## config.mk

```make
export PLATFORM = sky130hd
export DESIGN_NAME = bht_resolve_unit
export DESIGN_NICKNAME = d
export VERILOG_FILES = /design/src/rtl/bht_resolve_unit.sv
export SDC_FILE = /design/constraint.sdc
export NUM_CORES = 1
export LEC_CHECK = 0
export CORE_MARGIN = 2
export CORE_UTILIZATION = 40
export DETAILED_ROUTE_END_ITERATION = 10
export DONT_BUFFER_PORTS = 1
export PLACE_DENSITY = 0.51
export SYNTH_ARGS = -nofsm -noshare
export SYNTH_HDL_FRONTEND = slang
export SYNTH_SLANG_ARGS = --single-unit
export TNS_END_PERCENT = 1
```

## constraint.sdc

```tcl
create_clock -name clk_i -period 9.8 [get_ports clk_i]
set_input_delay 2.94 -clock clk_i [delete_from_list [all_inputs] [get_ports clk_i]]
set_output_delay 2.94 -clock clk_i [all_outputs]
set_load 0.005 [all_outputs]
```

## src/rtl/bht_resolve_unit.sv

```systemverilog
// bht_resolve_unit: 2-bit saturating-counter BHT updated from resolved branches, with flush sweep and mispredict counter
module bht_resolve_unit #(
   parameter int NR_ENTRIES = 64,
   parameter int VLEN       = 39,
   parameter int CNT_WIDTH  = 16
) (
   input  logic                 clk_i,
   input  logic                 rst_i,
   input  logic                 flush_i,
   input  logic                 debug_mode_i,
   input  logic [VLEN-1:0]      vpc_i,
   input  logic                 resolve_valid_i,
   input  logic [VLEN-1:0]      resolve_pc_i,
   input  logic                 resolve_is_branch_i,
   input  logic                 resolve_taken_i,
   input  logic                 resolve_mispredict_i,
   output logic                 predict_valid_o,
   output logic                 predict_taken_o,
   output logic                 busy_o,
   output logic [CNT_WIDTH-1:0] mispredict_cnt_o
);
   localparam int IDX = $clog2(NR_ENTRIES);
   typedef enum logic {IDLE, FLUSH} state_t;
   state_t state, state_next;
   logic [IDX-1:0] sweep, upd_idx, p_idx;
   logic upd_valid, upd_taken, capture, do_update, do_clear;
   logic [NR_ENTRIES-1:0] valid;
   logic [NR_ENTRIES-1:0][1:0] cnt;
   logic [1:0] old_cnt, new_cnt;
   logic [CNT_WIDTH-1:0] mis_cnt;
   logic unused;
   // Tags are not stored, so the PC bits outside the index are intentionally ignored
   assign unused = ^{vpc_i[VLEN-1:IDX+1], vpc_i[0], resolve_pc_i[VLEN-1:IDX+1], resolve_pc_i[0]};
   assign p_idx = vpc_i[IDX:1];
   assign capture = resolve_valid_i & resolve_is_branch_i & ~debug_mode_i & (state == IDLE) & ~flush_i;
   assign do_update = upd_valid & (state == IDLE) & ~flush_i;
   assign do_clear = (state == FLUSH) & ~flush_i;
   assign old_cnt = cnt[upd_idx];
   assign mispredict_cnt_o = mis_cnt;
   // Saturating counter step for the entry addressed by the registered update
   always_comb begin
      new_cnt = !valid[upd_idx] ? (upd_taken ? 2'b10 : 2'b01) :
                upd_taken ? (old_cnt == 2'b11 ? old_cnt : old_cnt + 2'b01) :
                (old_cnt == 2'b00 ? old_cnt : old_cnt - 2'b01);
   end
   // State register
   always_ff @(posedge clk_i or posedge rst_i) begin
      if (rst_i) state <= IDLE;
      else state <= state_next;
   end
   // Next state: flush (re)starts the sweep, last swept entry returns to idle
   always_comb begin
      state_next = flush_i ? FLUSH :
                   (state == FLUSH && sweep == IDX'(NR_ENTRIES - 1)) ? IDLE : state;
   end
   // Outputs: predictions are masked while the sweep runs
   always_comb begin
      busy_o = (state == FLUSH);
      predict_valid_o = (state == IDLE) & valid[p_idx];
      predict_taken_o = (state == IDLE) & valid[p_idx] & cnt[p_idx][1];
   end
   // Sweep index and stage-0 update register
   always_ff @(posedge clk_i or posedge rst_i) begin
      if (rst_i) begin
         sweep <= '0;
         upd_valid <= 1'b0;
         upd_idx <= '0;
         upd_taken <= 1'b0;
      end else begin
         sweep <= flush_i ? '0 : (state == FLUSH ? sweep + IDX'(1) : sweep);
         upd_valid <= capture;
         if (capture) begin
            upd_idx <= resolve_pc_i[IDX:1];
            upd_taken <= resolve_taken_i;
         end
      end
   end
   // Table array: sweep clears one entry per cycle, otherwise stage-1 writes the update
   always_ff @(posedge clk_i or posedge rst_i) begin
      if (rst_i) begin
         valid <= '0;
         cnt <= '0;
      end else if (do_clear) begin
         valid[sweep] <= 1'b0;
         cnt[sweep] <= 2'b00;
      end else if (do_update) begin
         valid[upd_idx] <= 1'b1;
         cnt[upd_idx] <= new_cnt;
      end
   end
   // Mispredict counter saturates at all-ones and survives flushes
   always_ff @(posedge clk_i or posedge rst_i) begin
      if (rst_i) mis_cnt <= '0;
      else if (resolve_valid_i & resolve_mispredict_i & ~&mis_cnt) mis_cnt <= mis_cnt + CNT_WIDTH'(1);
   end
endmodule

```

==> out/results.ini, run 1 <==
[floorplan]
placementRows = 63
pin_count = 105
start_util_pct = 40.7
die_w_um = 178
die_y_um = 178
dieArea_sq_mm = 0.0316
coreArea_sq_mm = 0.0296

[pwr]
netSwitchingFraction_pct = 25.2
seqPwrFrac_pct = 45.6
power_density_mw_per_mm2 = 157
vdd_ir_drop_max_mv = 0.121
pwr-share-clk_pct = 48.2
power.switching_uw = 530
p_int_mw = 1.57
leakage_nw = 5.73
combPwrFrac_pct = 6.2

[flow_run]
maxCapViolCount = 0

[timing]
relSlewSlack_pct = 22.5
setup_viol = 0
rsz0062_at_grt = false
fmaxAchievable_ghz = 0.128
finalHoldViolCount = 0
maxSlewViolCount = 0
tightest_slew_ps = 1160
worst_hold_slack_ps = 485
finalSetupTns_ps = 0
fin_crit_ps = 7810
finalCritPeriodShare_pct = 79.7
fin_skew_ps = 11.6

[setup_path]
crit_required_ps = 6860
critPathTopFamily = multiplexers
crit_top_cell = mux4_2
r2r_end = cnt[118]
crit_path_start_kind = primary input
rr_worst_depth = 10
crit_slowest_cell = mux4_2
critical_path_buf_inv_count = 0
end_kind = primary output
max_stage_delay_ps = 560
critical_path_class = in -> out
rrSetupSlack_ps = 4530
critPathArrivalTime_ps = 4870
worst-path-max-fanout = 32
worstReg2RegStart = upd_idx[2]
crit_chain = mux4_2, mux4_2, mux4_2, nor2b_1, and2_1

[clocking]
hold_buffers = 0
cts.path.max_buffers = 3
cts_buffers = 27
clock_latency_ps = 550
cts_tree = yes
ctsResizeCount = 0
clockRootBuffer = clkbuf_16
path_clk_slew_ps = 60
cts.sinks = 223
htreeDepth = 1
post_cts_buffers = 0

[drt]
vias = 10300
drc_errors = 0
dr.pass1.iters = 5
wire_per_inst_um = 31.4
first_iter_violations = 1278
vias_per_cell = 6.81
postRouteAntennaNets = 0
finalWirelength_um = 47500

[min_path]
holdPathStages = 2
min_delay_worst_endpoint = cnt[30]
hp-class = reg -> reg
hold_start = cnt[30]

[grt]
gr-usage-all-layers_pct = 30.5
grt_max_degree = 106
grt_pass1_vias = 10100
grt-ovfl-total = 0
antenna_found_initial = 1
grt_first_pass_wirelength_um = 69900

[layout]
final_cell_mix = dfrtp_1, nand2_1, nor2_1
fin_util_pct = 45.2
finalNetCount = 1189
drive_gt1_share_pct = 16.4
final_common_cell = dfrtp_1
final_cells = 1511
synthToLayoutAreaGrowth_pct = 10.9
antennaDiodeCount = 0

[logic_synthesis]
synth_ff_type = dfrtp_1
syn_inst = 1125
yosysSeqAreaShare_pct = 46.2
synth_edf_count = 0
async_reset_ff_share_pct = 100
synth_area_sq_mm = 0.0121
syn-mean-instance-area_sq_um = 10.7
ys_warn_count = 0
syn-num-nets = 1213
synthTopCellsByArea = dfrtp_1, mux4_2, a22o_1, a21oi_1, nand2_1
netlist.area_leader.share_pct = 46.2
synth.ff_latch_count = 223
ys_types = 66
synth_top_area_cell = dfrtp_1

[outcome]
status = complete, no violations

[placed_design]
port_buffers = 0
dpl.hpwl_um = 31000
place_congestion = 0.934
place_inst = 1462

[sequential cells by signal, summed over array words and instances (netlist names)]
register          flops
sweep                 6
upd_idx               6
busy_o                1
valid                64
cnt                 128
upd_valid             1
mispredict_cnt_o     16
upd_taken             1
[worst max-delay path by stage]
stage	startpoint	to	slack, ps	cells after the start
after floorplan	rst_i	busy_o	750	1
after global placement	vpc_i[1]	predict_taken_o	2030	5
after global routing	vpc_i[1]	predict_taken_o	1980	5
after CTS	vpc_i[1]	predict_taken_o	2020	5
final	vpc_i[1]	predict_taken_o	1990	5
after detailed placement	vpc_i[1]	predict_taken_o	2020	5
[cells in the mapped netlist, types with 10 or more instances]
| cell | count |
|---|---|
| xor2_1 | 10 |
| nand2_1 | 114 |
| a21o_1 | 15 |
| nor3_1 | 18 |
| clkbuf_1 | 60 |
| o22ai_1 | 18 |
| a22oi_1 | 33 |
| xnor2_1 | 10 |
| nand3_1 | 11 |
| a21oi_1 | 99 |
| a32o_1 | 38 |
| a22o_1 | 58 |
| buf_2 | 13 |
| mux4_2 | 66 |
| and3_1 | 10 |
| dfrtp_1 | 223 |
| nor2_1 | 106 |
| mux2i_1 | 11 |
| nor3b_1 | 10 |
| o21ai_0 | 43 |
| inv_1 | 10 |
[layout make-up]
class | instances | area (sq um)
Fill cell | 2854 | 16300
Multi-Input combinational cell | 799 | 6080
Sequential cell | 223 | 5580
Clock buffer | 41 | 818
Tap cell | 390 | 488
Timing Repair Buffer | 39 | 293
Clock inverter | 8 | 71.3
Inverter | 11 | 48.8
[per-layer routing]
layer  track usage (%)  vias to the layer above  wire [um]
li1                  -                     4263          -
met1              42.3                     5253      19500
met2              45.3                      631      20800
met3              7.63                      144       4940
met4              13.4                        0       2260
met5                 0                        -          0
[stage by stage]
stage / setup WS [ps] / power [mW] / cell area [sq um]
after floorplan: 754 / 1.06 / 12100
after global placement: 2030 / 1.11 / 12500
after detailed placement: 2020 / 1.11 / 12500
after CTS: 2020 / 2.11 / 13400
after global routing: 1980 / 2.16 / 13400
final: 1990 / 2.10 / 13400
[tightest hold or removal path, stage by stage (launching register included)]
cell and delay [ps]:
dfrtp_1 340, nand2_1 50, o21ai_0 60
[power by group through the flow]
stage	Combinational, mW	Clock (mW)	Sequential, mW
2_1_floorplan	0.0943	0	0.967
3_3_place_gp	0.130	0	0.976
3_5_place_dp	0.130	0	0.975
4_1_cts	0.130	1.02	0.959
5_1_grt	0.139	1.06	0.961
6_report	0.130	1.01	0.959
[cells by family after synthesis]
group / Yosys count / share of synthesized area, %
AOI/OAI and AO/OA: 355 / 20.7
and+or+nand+nor: 338 / 13.6
adders and majority gates: 2 / 0.207
buffers and inverters: 103 / 3.87
muxes: 84 / 13.9
DFF: 223 / 46.2
xor gates and xnor gates: 20 / 1.45
No activity file was read; power rests on OpenSTA's default activity.
==> inputs of run 2 (changes only) <==
--- a/config.mk
+++ b/config.mk
@@ -9,7 +9,7 @@
 export CORE_UTILIZATION = 40
 export DETAILED_ROUTE_END_ITERATION = 10
 export DONT_BUFFER_PORTS = 1
-export PLACE_DENSITY = 0.51
+export PLACE_DENSITY = 0.53
 export SYNTH_ARGS = -nofsm -noshare
 export SYNTH_HDL_FRONTEND = slang
 export SYNTH_SLANG_ARGS = --single-unit
==> constraint.sdc (replaced) <==
create_clock -name clk_i -period 6.7 [get_ports clk_i]
set_input_delay 2.01 -clock clk_i [delete_from_list [all_inputs] [get_ports clk_i]]
set_output_delay 2.01 -clock clk_i [all_outputs]
set_load 0.005 [all_outputs]
==> run 2 against run 1 <==
Global-route usage grew 0.10 points. Flip-flop and latch count did not move. Critical path depth unchanged. Worst hold slack got worse by 2.0 ps. Critical path type unchanged. Largest cell class unchanged. Highest routed layer unchanged.
==> out/results.ini, run 2 (synthesis gave the netlist of run 1 again) <==
[outcome]
status = complete, no violations  ; unchanged

[pwr]
leakage_nw = 5.79  ; was 5.73 nW
vdd_ir_drop_max_mv = 0.192  ; was 0.121 mV
power_density_mw_per_mm2 = 239  ; was 157 mW/mm^2

[placed_design]
dpl.hpwl_um = 31600  ; was 31000 um
port_buffers = 0  ; unchanged
place_congestion = 0.977  ; was 0.934
post_dp_cell_area_sq_mm = 0.0126  ; was 0.0125 sq mm

[floorplan]
die_w_um = 178  ; unchanged
coreArea_sq_mm = 0.0296  ; unchanged
pin_count = 105  ; unchanged
start_util_pct = 40.7  ; unchanged
placementRows = 63  ; unchanged
die_y_um = 178  ; unchanged
dieArea_sq_mm = 0.0316  ; unchanged

[min_path]
holdPathStages = 2  ; unchanged
hold_start = cnt[110]  ; was cnt[30]
min_delay_worst_endpoint = cnt[110]  ; was cnt[30]
hp-class = reg -> reg  ; unchanged

[clocking]
cts_buffers = 26  ; was 27
clock_latency_ps = 550  ; about the same
clockRootBuffer = clkbuf_16  ; unchanged
path_clk_slew_ps = 60  ; about the same
htreeDepth = 1  ; unchanged
hold_buffers = 0  ; unchanged
cts_tree = yes  ; unchanged
post_cts_buffers = 0  ; unchanged
ctsResizeCount = 0  ; unchanged
cts.sinks = 223  ; unchanged
cts.path.max_buffers = 3  ; unchanged

[layout]
antennaDiodeCount = 0  ; unchanged
finalNetCount = 1189  ; unchanged
fin_area_sq_mm = 0.0135  ; was 0.0134 sq mm
final_cell_mix = dfrtp_1, nand2_1, nor2_1  ; unchanged
largest_register_ffs = 128  ; unchanged
regMostFlops = cnt  ; unchanged
fin_util_pct = 45.7  ; was 45.2%
final_common_cell = dfrtp_1  ; unchanged
synthToLayoutAreaGrowth_pct = 12.1  ; was 10.9%
drive_gt1_share_pct = 16.7  ; was 16.4%
fill_cells = 2813  ; was 2854

[setup_path]
worst-path-max-fanout = 32  ; unchanged
crit_top_cell = mux4_2  ; unchanged
rr_worst_depth = 10  ; unchanged
critPathTopFamily = multiplexers  ; unchanged
crit_slowest_cell = mux4_2  ; unchanged
worstReg2RegStart = upd_idx[2]  ; unchanged
end_kind = primary output  ; unchanged
crit_chain = mux4_2, mux4_2, mux4_2, nor2b_1, and2_1  ; unchanged
rrSetupSlack_ps = 2230  ; was 4530 ps
max_stage_delay_ps = 530  ; was 560 ps
crit_required_ps = 4690  ; was 6860 ps
r2r_end = cnt[76]  ; was cnt[118]
critical_path_buf_inv_count = 0  ; unchanged
critPathArrivalTime_ps = 3950  ; was 4870 ps
crit_path_start_kind = primary input  ; unchanged
crit_path_start = vpc_i[1]  ; unchanged
critical_path_class = in -> out  ; unchanged

[timing]
fmaxAchievable_ghz = 0.168
setup_viol = 0  ; unchanged
rsz0062_at_grt = false  ; unchanged
relSlewSlack_pct = 13.9  ; was 22.5%
finalHoldViolCount = 0  ; unchanged
maxSlewViolCount = 0  ; unchanged
tightest_slew_ps = 1290  ; was 1160 ps
fin_crit_ps = 5960
finalCritPeriodShare_pct = 89.0
fin_skew_ps = 15.7  ; was 11.6 ps

[grt]
grt-ovfl-total = 0  ; unchanged
grt_pass1_vias = 10200  ; was 10100
grt_max_degree = 127  ; was 106
antenna_found_initial = 0  ; was 1
grt_first_pass_wirelength_um = 70100  ; was 69900 um
gr-usage-all-layers_pct = 30.6  ; was 30.5%

[drt]
vias_per_cell = 6.80  ; was 6.81
drc_errors = 0  ; unchanged
vias = 10300  ; about the same
finalWirelength_um = 47400  ; was 47500 um
first_iter_violations = 1523  ; was 1278
wire_per_inst_um = 31.4  ; about the same
postRouteAntennaNets = 0  ; unchanged
dr.pass1.iters = 6  ; was 5

[flow_run]
maxCapViolCount = 0  ; unchanged

-- run 2: power breakdown --
group	leakage, nW	internal [mW]	switching [mW]
clock	0.485	1.02	0.613
sequential	3.06	1.37	0.0398
combinational	2.24	0.0606	0.128
-- run 2: final cells by class --
cell class                      instances  area, sq um  area share, %
Sequential cell                       223         5580           41.3
Clock buffer                           32          714           5.28
Timing Repair Buffer                   40          350           2.59
Tap cell                              390          488           3.61
Clock inverter                         16          259           1.91
Inverter                               11         45.0          0.333
Multi-Input combinational cell        799         6090           45.0
-- run 2: layer usage --
layer / routed length (um) / GRT usage, %
met1: 19400 / 42.1
met2: 20600 / 44.9
met3: 5210 / 9.19
met4: 2170 / 13.2
met5: 0 / 0
-- run 2: worst register-to-register path, delay by kind of cell (launching register included) --
family | cells | cell delay [ps]
DFF | 1 | 710
buffers and inverters | 2 | 650
AOI/OAI and AO/OA | 6 | 2140
and+or+nand+nor | 2 | 900
-- run 2: worst max-delay path by stage --
stage | end | slack (ps) | cells after the start
2_1_floorplan | predict_taken_o | -70 | 7
3_3_place_gp | predict_taken_o | 760 | 5
3_5_place_dp | predict_taken_o | 760 | 5
4_1_cts | predict_taken_o | 760 | 5
5_1_grt | predict_taken_o | 720 | 5
6_report | predict_taken_o | 740 | 5
-- run 2: metrics by stage --
step / std cells / setup TNS (ps) / worst slack (ps) / hold WS, ps / power [mW]
finish: 1511 / 0 / 737 / 483 / 3.23
global route: 1511 / 0 / 723 / 505 / 3.31
CTS: 1511 / 0 / 756 / 484 / 3.24
detailed placement: 1463 / 0 / 763 / 470 / 1.62
global placement: 1463 / 0 / 759 / 469 / 1.62
floorplan: 1125 / -73.6 / -73.6 / 445 / 1.55
